--- src/rtl/ahb_slave_frontend_if.sv ---
`default_nettype none
// ============================================================================
//  Module      : ahb_slave_frontend_if
//  Description : Bus bundle between the AHB-Lite master side / APB bridge FSM
//                and the AHB slave front end.
//                AHB side   : HADDR, HWDATA, HTRANS, HWRITE, HSIZE, HREADYin,
//                             HREADY, HRESP, HRDATA
//                Bridge side: HREADYout, PRDATA, valid, HADDR_1..3,
//                             HWDATA_1..3, HWRITEreg, TEMP_SEL
//  Revision    : 1.0  initial release
// ============================================================================
interface ahb_slave_frontend_if;
    logic [31:0] HADDR;
    logic [31:0] HWDATA;
    logic [1:0]  HTRANS;
    logic        HWRITE;
    logic [2:0]  HSIZE;
    logic        HREADYin;
    logic        HREADYout;
    logic [31:0] PRDATA;

    logic        valid;
    logic [31:0] HADDR_1;
    logic [31:0] HADDR_2;
    logic [31:0] HADDR_3;
    logic [31:0] HWDATA_1;
    logic [31:0] HWDATA_2;
    logic [31:0] HWDATA_3;
    logic        HWRITEreg;
    logic [2:0]  TEMP_SEL;
    logic        HREADY;
    logic        HRESP;
    logic [31:0] HRDATA;

    modport slave (
        input  HADDR, HWDATA, HTRANS, HWRITE, HSIZE, HREADYin, HREADYout, PRDATA,
        output valid, HADDR_1, HADDR_2, HADDR_3, HWDATA_1, HWDATA_2, HWDATA_3,
               HWRITEreg, TEMP_SEL, HREADY, HRESP, HRDATA
    );

    modport master (
        output HADDR, HWDATA, HTRANS, HWRITE, HSIZE, HREADYin, HREADYout, PRDATA,
        input  valid, HADDR_1, HADDR_2, HADDR_3, HWDATA_1, HWDATA_2, HWDATA_3,
               HWRITEreg, TEMP_SEL, HREADY, HRESP, HRDATA
    );
endinterface
`default_nettype wire

--- src/rtl/ahb_slave_frontend.sv ---
`default_nettype none
// ============================================================================
//  Module      : ahb_slave_frontend
//  Description : AHB-Lite slave front end of the AHB-to-APB bridge. Qualifies
//                transfers, decodes the one-hot APB slave select, keeps a
//                three-deep address/write-data pipeline and produces the
//                two-cycle AHB ERROR response for unmapped or misaligned
//                transfers.
//  Ports       : HCLK    - AHB clock
//                HRESETn - asynchronous active-low reset
//                bus     - ahb_slave_frontend_if.slave (AHB + bridge signals)
//  Revision    : 1.0  initial release
// ============================================================================
module ahb_slave_frontend #(
    parameter logic [31:0] SLV0_BASE   = 32'h8000_0000,
    parameter logic [31:0] SLV1_BASE   = 32'h8400_0000,
    parameter logic [31:0] SLV2_BASE   = 32'h8800_0000,
    parameter logic [31:0] REGION_SIZE = 32'h0400_0000
) (
    input  wire logic             HCLK,
    input  wire logic             HRESETn,
    ahb_slave_frontend_if.slave   bus
);

    typedef enum logic [1:0] {
        ST_OKAY = 2'd0,
        ST_ERR1 = 2'd1,
        ST_ERR2 = 2'd2
    } state_t;

    state_t      state_q, state_d;

    logic [31:0] haddr1_q, haddr2_q, haddr3_q;
    logic [31:0] hwdata1_q, hwdata2_q, hwdata3_q;
    logic        hwrite_q;
    logic [2:0]  sel_q;

    logic        active;
    logic [2:0]  sel_dec;
    logic        hit;
    logic        aligned;
    logic        bad_xfer;
    logic        valid;
    logic        hready;
    logic        hresp;

    // Offset-from-base compare handles any base, aligned or not, without
    // overflow at the top of the region. Priority chain: lowest index wins.
    always_comb begin
        sel_dec = 3'b000;
        if ((bus.HADDR - SLV0_BASE) < REGION_SIZE) begin
            sel_dec = 3'b001;
        end else if ((bus.HADDR - SLV1_BASE) < REGION_SIZE) begin
            sel_dec = 3'b010;
        end else if ((bus.HADDR - SLV2_BASE) < REGION_SIZE) begin
            sel_dec = 3'b100;
        end
    end

    assign active  = (bus.HTRANS == 2'b10) || (bus.HTRANS == 2'b11);
    assign hit     = |sel_dec;
    assign aligned = (bus.HSIZE == 3'd0)
                  || ((bus.HSIZE == 3'd1) && !bus.HADDR[0])
                  || ((bus.HSIZE == 3'd2) && (bus.HADDR[1:0] == 2'b00));

    assign bad_xfer = bus.HREADYin && active && !(hit && aligned);

    // Gated by HRESETn so the bridge sees no request while reset is held.
    assign valid = HRESETn && bus.HREADYin && active && hit && aligned
                && (state_q != ST_ERR1);

    always_ff @(posedge HCLK or negedge HRESETn) begin
        if (!HRESETn) begin
            state_q <= ST_OKAY;
        end else begin
            state_q <= state_d;
        end
    end

    // ERR1 stalls the master (HREADY=0) while flagging ERROR; ERR2 completes
    // the response. A bad transfer accepted during ERR2 restarts the pair.
    always_comb begin
        state_d = state_q;
        hready  = bus.HREADYout;
        hresp   = 1'b0;
        case (state_q)
            ST_OKAY: begin
                if (bad_xfer) begin
                    state_d = ST_ERR1;
                end
            end
            ST_ERR1: begin
                hready  = 1'b0;
                hresp   = 1'b1;
                state_d = ST_ERR2;
            end
            ST_ERR2: begin
                hready  = 1'b1;
                hresp   = 1'b1;
                state_d = bad_xfer ? ST_ERR1 : ST_OKAY;
            end
            default: begin
                state_d = ST_OKAY;
            end
        endcase
    end

    // Address/data pipeline advances on every accepted bus cycle, whether or
    // not the transfer is for this slave; only select/direction are qualified.
    always_ff @(posedge HCLK or negedge HRESETn) begin
        if (!HRESETn) begin
            haddr1_q  <= 32'h0;
            haddr2_q  <= 32'h0;
            haddr3_q  <= 32'h0;
            hwdata1_q <= 32'h0;
            hwdata2_q <= 32'h0;
            hwdata3_q <= 32'h0;
            hwrite_q  <= 1'b0;
            sel_q     <= 3'b000;
        end else begin
            if (bus.HREADYin) begin
                haddr1_q  <= bus.HADDR;
                haddr2_q  <= haddr1_q;
                haddr3_q  <= haddr2_q;
                hwdata1_q <= bus.HWDATA;
                hwdata2_q <= hwdata1_q;
                hwdata3_q <= hwdata2_q;
            end
            if (valid) begin
                hwrite_q <= bus.HWRITE;
                sel_q    <= sel_dec;
            end
        end
    end

    assign bus.valid     = valid;
    assign bus.HADDR_1   = haddr1_q;
    assign bus.HADDR_2   = haddr2_q;
    assign bus.HADDR_3   = haddr3_q;
    assign bus.HWDATA_1  = hwdata1_q;
    assign bus.HWDATA_2  = hwdata2_q;
    assign bus.HWDATA_3  = hwdata3_q;
    assign bus.HWRITEreg = hwrite_q;
    assign bus.TEMP_SEL  = sel_q;
    assign bus.HREADY    = hready;
    assign bus.HRESP     = hresp;
    assign bus.HRDATA    = bus.PRDATA;

endmodule
`default_nettype wire
--- src/flat_wrapper.sv ---
// flat-port wrapper written by rule: the top's interface ports become plain ports
module ahb_slave_frontend_flat 
#(
    parameter logic [31:0] SLV0_BASE   = 32'h8000_0000,
    parameter logic [31:0] SLV1_BASE   = 32'h8400_0000,
    parameter logic [31:0] SLV2_BASE   = 32'h8800_0000,
    parameter logic [31:0] REGION_SIZE = 32'h0400_0000
)
  (HCLK, HRESETn, bus_HADDR, bus_HWDATA, bus_HTRANS, bus_HWRITE, bus_HSIZE, bus_HREADYin, bus_HREADYout, bus_PRDATA, bus_valid, bus_HADDR_1, bus_HADDR_2, bus_HADDR_3, bus_HWDATA_1, bus_HWDATA_2, bus_HWDATA_3, bus_HWRITEreg, bus_TEMP_SEL, bus_HREADY, bus_HRESP, bus_HRDATA);
  ahb_slave_frontend_if bus_i ();
  input  wire logic HCLK;
  input  wire logic HRESETn;
  input wire logic [$bits(bus_i.HADDR)-1:0] bus_HADDR;
  input wire logic [$bits(bus_i.HWDATA)-1:0] bus_HWDATA;
  input wire logic [$bits(bus_i.HTRANS)-1:0] bus_HTRANS;
  input wire logic [$bits(bus_i.HWRITE)-1:0] bus_HWRITE;
  input wire logic [$bits(bus_i.HSIZE)-1:0] bus_HSIZE;
  input wire logic [$bits(bus_i.HREADYin)-1:0] bus_HREADYin;
  input wire logic [$bits(bus_i.HREADYout)-1:0] bus_HREADYout;
  input wire logic [$bits(bus_i.PRDATA)-1:0] bus_PRDATA;
  output wire logic [$bits(bus_i.valid)-1:0] bus_valid;
  output wire logic [$bits(bus_i.HADDR_1)-1:0] bus_HADDR_1;
  output wire logic [$bits(bus_i.HADDR_2)-1:0] bus_HADDR_2;
  output wire logic [$bits(bus_i.HADDR_3)-1:0] bus_HADDR_3;
  output wire logic [$bits(bus_i.HWDATA_1)-1:0] bus_HWDATA_1;
  output wire logic [$bits(bus_i.HWDATA_2)-1:0] bus_HWDATA_2;
  output wire logic [$bits(bus_i.HWDATA_3)-1:0] bus_HWDATA_3;
  output wire logic [$bits(bus_i.HWRITEreg)-1:0] bus_HWRITEreg;
  output wire logic [$bits(bus_i.TEMP_SEL)-1:0] bus_TEMP_SEL;
  output wire logic [$bits(bus_i.HREADY)-1:0] bus_HREADY;
  output wire logic [$bits(bus_i.HRESP)-1:0] bus_HRESP;
  output wire logic [$bits(bus_i.HRDATA)-1:0] bus_HRDATA;
  assign bus_i.HADDR = bus_HADDR;
  assign bus_i.HWDATA = bus_HWDATA;
  assign bus_i.HTRANS = bus_HTRANS;
  assign bus_i.HWRITE = bus_HWRITE;
  assign bus_i.HSIZE = bus_HSIZE;
  assign bus_i.HREADYin = bus_HREADYin;
  assign bus_i.HREADYout = bus_HREADYout;
  assign bus_i.PRDATA = bus_PRDATA;
  assign bus_valid = bus_i.valid;
  assign bus_HADDR_1 = bus_i.HADDR_1;
  assign bus_HADDR_2 = bus_i.HADDR_2;
  assign bus_HADDR_3 = bus_i.HADDR_3;
  assign bus_HWDATA_1 = bus_i.HWDATA_1;
  assign bus_HWDATA_2 = bus_i.HWDATA_2;
  assign bus_HWDATA_3 = bus_i.HWDATA_3;
  assign bus_HWRITEreg = bus_i.HWRITEreg;
  assign bus_TEMP_SEL = bus_i.TEMP_SEL;
  assign bus_HREADY = bus_i.HREADY;
  assign bus_HRESP = bus_i.HRESP;
  assign bus_HRDATA = bus_i.HRDATA;
  ahb_slave_frontend #(.SLV0_BASE(SLV0_BASE), .SLV1_BASE(SLV1_BASE), .SLV2_BASE(SLV2_BASE), .REGION_SIZE(REGION_SIZE)) u_core (.HCLK(HCLK), .HRESETn(HRESETn), .bus(bus_i));
endmodule
--- config.mk ---
export PLATFORM = sky130hd
export DESIGN_NAME = ahb_slave_frontend_flat
export DESIGN_NICKNAME = d
export VERILOG_FILES = /design/src/rtl/ahb_slave_frontend_if.sv /design/src/rtl/ahb_slave_frontend.sv /design/src/flat_wrapper.sv
export SDC_FILE = /design/constraint.sdc
export NUM_CORES = 1
export LEC_CHECK = 0
export CORE_MARGIN = 4
export CORE_UTILIZATION = 44
export CTS_BUF_LIST = sky130_fd_sc_hd__clkbuf_8
export DETAILED_ROUTE_END_ITERATION = 12
export PLACE_DENSITY = 0.91
export SYNTH_ARGS = -nofsm -noshare
export SYNTH_HDL_FRONTEND = slang
export SYNTH_SLANG_ARGS = --single-unit
--- constraint.sdc ---
create_clock -name HCLK -period 2.6 [get_ports HCLK]
set_input_delay 0.52 -clock HCLK [delete_from_list [all_inputs] [get_ports HCLK]]
set_output_delay 0.52 -clock HCLK [all_outputs]
set_load 0.03 [all_outputs]
==> summary.md <==
| Metric | Value |
|---|---|
| Status | finished, final reports clean |
| Relative slew slack | 0.4344 |
| Top Ports | 337 |
| Pre-CTS setup slack | -0.3410 ns |
| PnR worst setup slack | 0.07540 ns |
| Layout Nets | 868 |
| Worst Path Arrival | 2.00 ns |
| Flops & latches, synth | 198 |
| Synth cell types | 34 |
| Global-route wire length before repair | 28,420 um |
| Register area share after synthesis | 0.6297 |
| Max incr delay on CP | 0.32 ns |
| Ranking of synthesized cells by area | dfrtp_1, mux2_2, buf_4 |
| Initial core utilization | 0.4518 |
| TritonRoute pass-1 iters | 6 |
| Die footprint | 0.02009 mm^2 |
| Skew final | 0.01527 ns |
| F_max | 0.3961 GHz |
| Final setup fails | 0 |
| Worst Path Required | 2.08 ns |
| Post-synth EDFFs | 0 |
| Async SR Flop Fraction | 1.000 |
| Crit path max fanout | 2 |
| Leakage | 4.711 nW |
| Via Count | 4,902 |
| Fin. max-slew vios | 0 |
| Dpl cells | 956 |
| Number of global-route vias before repair | 5,441 |
| Final antenna-violating net count | 0 |
| Synth warn | 0 |
| Share of the synthesized area in the top cell type | 0.6297 |
| Kind of start point of the critical path | input port |
| Number of H-tree levels | 4 |
| Vias/cell | 4.937 |
| Antenna Cells | 0 |
| DRC | 0 |
| Worst-case clock buffer depth | 2 |
| Clock net sink count | 198 |
| Tmin final | 2.525 ns |
| Routed WL | 18,270 um |
| Non-filler instance count after layout | 993 |
| Ordered list of cells on the worst path | clkbuf_2 > inv_2 > buf_4 > ha_4 > nand3_1 > o311a_1 > a211o_1 > a21oi_2 > buf_6 |
| Max Cap Viol | 0 |
| Fin crit share | 0.9710 |
| Syn Nets | 609 |
| P&R area growth vs syn | 41.66% |
| Row Count | 48 |
| DR WL/cell | 18.40 um |
| Starting DRT DRC Count | 144 |
| Final hold viol count | 0 |
| Die Height | 141.7 um |
| Clock buffer count from CTS | 17 |
| Layout cell share with drive strength beyond 1 | 0.3398 |
| Root Driver | clkbuf_8 |
| CTS tree | done |
| Die Span X | 141.7 um |
| Fill cell count | 1,303 |
| Total power | 0.008528 W |
| Ys flop type | dfrtp_1 |
| Worst-Margin Slew | 0.8484 ns |
| Largest net degree at the start of global routing | 130 |
| Port buffer count | 271 |
| Power Dens Cells | 765.0 mW/mm^2 |
| Worst-Skew Late Latency | 0.45 ns |
| HPWL after detailed placement | 13,390 um |
| Slowest CP cell | a211o_1 |
| Grt ovf | 0 |
| Gr usage total | 0.1789 |
| Placer Congestion | 0.7829 |
| Core Region | 0.01742 mm^2 |
| Hold WC Path Type | in2async |
| Antenna violations before repair | 0 |
| Critical setup path kind | in2out |
| Avg Synthesized Cell Area | 15.86 um^2 |
| Gate Count Post-Synth | 496 |
| Peak supply drop | 0.0003474 V |
| Syn Std Cell Area | 0.007869 mm^2 |
| Crit end category | output port |
| Cell taking the most area after synthesis | dfrtp_1 |
| Clk slew on worst S/H paths | 0.10 ns |
| Cts hold-fix bufs | 0 |
-- cell usage after synthesis (all sizes together) (2+ instances only) --
library cell,count
a21oi,2
clkbuf,3
nand3,3
nor3,2
dfrtp,198
buf,51
ha,7
nor2,2
mux2,196
nand2,5
nand2b,3
a211o,2
inv,4
o21ai,3
-- logic make-up after synthesis --
| logic type | after synthesis | share of synthesized area |
|---|---|---|
| adder cells (fa/ha/maj) | 7 | 0.01113 |
| multiplexers | 197 | 0.2818 |
| buffers and inverters | 58 | 0.04579 |
| flip-flops | 198 | 0.6297 |
| XOR/XNOR | 1 | 0.001113 |
| AND/OR/NAND/NOR | 19 | 0.01399 |
| AO/OA/AOI/OAI | 16 | 0.01654 |
-- flip-flops by register name, summed over array words and instances, names as in the netlist --
signal and flops:
u_core.bus.HADDR_3 32, u_core.bus.HWDATA_1 32, u_core.bus.HADDR_1 32, u_core.bus.HWDATA_2 32, u_core.state_q 2, u_core.bus.HWRITEreg 1, u_core.bus.HADDR_2 32, u_core.bus.HWDATA_3 32
u_core.bus.TEMP_SEL 3
-- cell usage in the layout (no fill, tap or decap), types with 3 or more instances in the layout --
cell and instances:
buf_12 3, inv_1 3, inv_8 4, mux2_1 3, nand2_1 5, dlymetal6s2s_1 6
buf_4 20, dfrtp_1 198, inv_6 5, ha_1 5, clkbuf_8 18, mux2_2 193
o21ai_0 3, nand3_1 3, clkdlybuf4s50_1 259
-- metal layers --
layer,up-vias,share of wire,GRT usage
met5,-,0,0
met3,50,0.089,0.06505
met1,2423,0.37,0.1999
li1,2233,-,-
met4,0,0.034,0.08384
met2,196,0.51,0.3045
-- per-stage QoR --
step / utilization / hold WS, ns / cell area [um^2] / setup TNS, ns
2_1_floorplan: - / 0.2244 / 7869 / 0
5_1_grt: 0.6400 / 0.2210 / 11150 / -0.02125
3_5_place_dp: 0.6139 / 0.4855 / 10690 / -0.9522
6_report: 0.6400 / 0.2090 / 11150 / 0
4_1_cts: 0.6374 / 0.2164 / 11100 / -0.05436
3_3_place_gp: 0.6139 / 0.4740 / 10690 / -0.7505
-- worst paths after layout --
| path | start | end | slack (ns) | cells after the start |
|---|---|---|---|---|
| worst max-delay path | bus_HADDR[28] | bus_valid | 0.08 | 9 |
| worst min-delay path | HRESETn | u_core.bus.HADDR_2[9] | 0.21 | 2 |
| worst max register to register | u_core.state_q[1] | u_core.bus.TEMP_SEL[1] | 0.81 | 7 |
| worst min register to register | u_core.bus.HWRITEreg | u_core.bus.HWRITEreg | 0.51 | 1 |
| max in group asynchronous | HRESETn | u_core.bus.HWDATA_2[31] | 1.73 | 2 |
| min in group HCLK | bus_HADDR[30] | u_core.bus.HADDR_1[30] | 0.43 | 2 |
-- area by class of cell --
cell class	instances	area, um^2	area share
flip-flops and latches	198	4955	0.4445
repair buffers	294	2933	0.2631
multi-input cells	240	2590	0.2323
well taps	225	281.5	0.02526
clock buffers	17	234.0	0.02099
clock inverters	15	138.9	0.01246
inverters	4	15.01	0.001347
-- power by group --
group	leakage (nW)	switching, W	internal, W
clock network	0.194	0.00114	0.000710
registers	2.33	0.000307	0.00354
logic	2.18	0.00152	0.00131
total	4.71	0.00297	0.00555
-- repair_timing --
| action | CTS | global route |
|---|---|---|
| buffers inserted | 3 | 2 |
| pin swaps | 4 | 6 |
| resized for setup | 7 | 13 |
| setup endpoints to repair | 2 | 1 |
-- critical path: cells and delay by family --
kind | cells | cell delay (ns)
AO/OA/AOI/OAI | 3 | 0.83
adder cells (fa/ha/maj) | 1 | 0.12
buffers and inverters | 4 | 0.45
AND/OR/NAND/NOR | 1 | 0.07
Power figures use the tool's default switching activity.
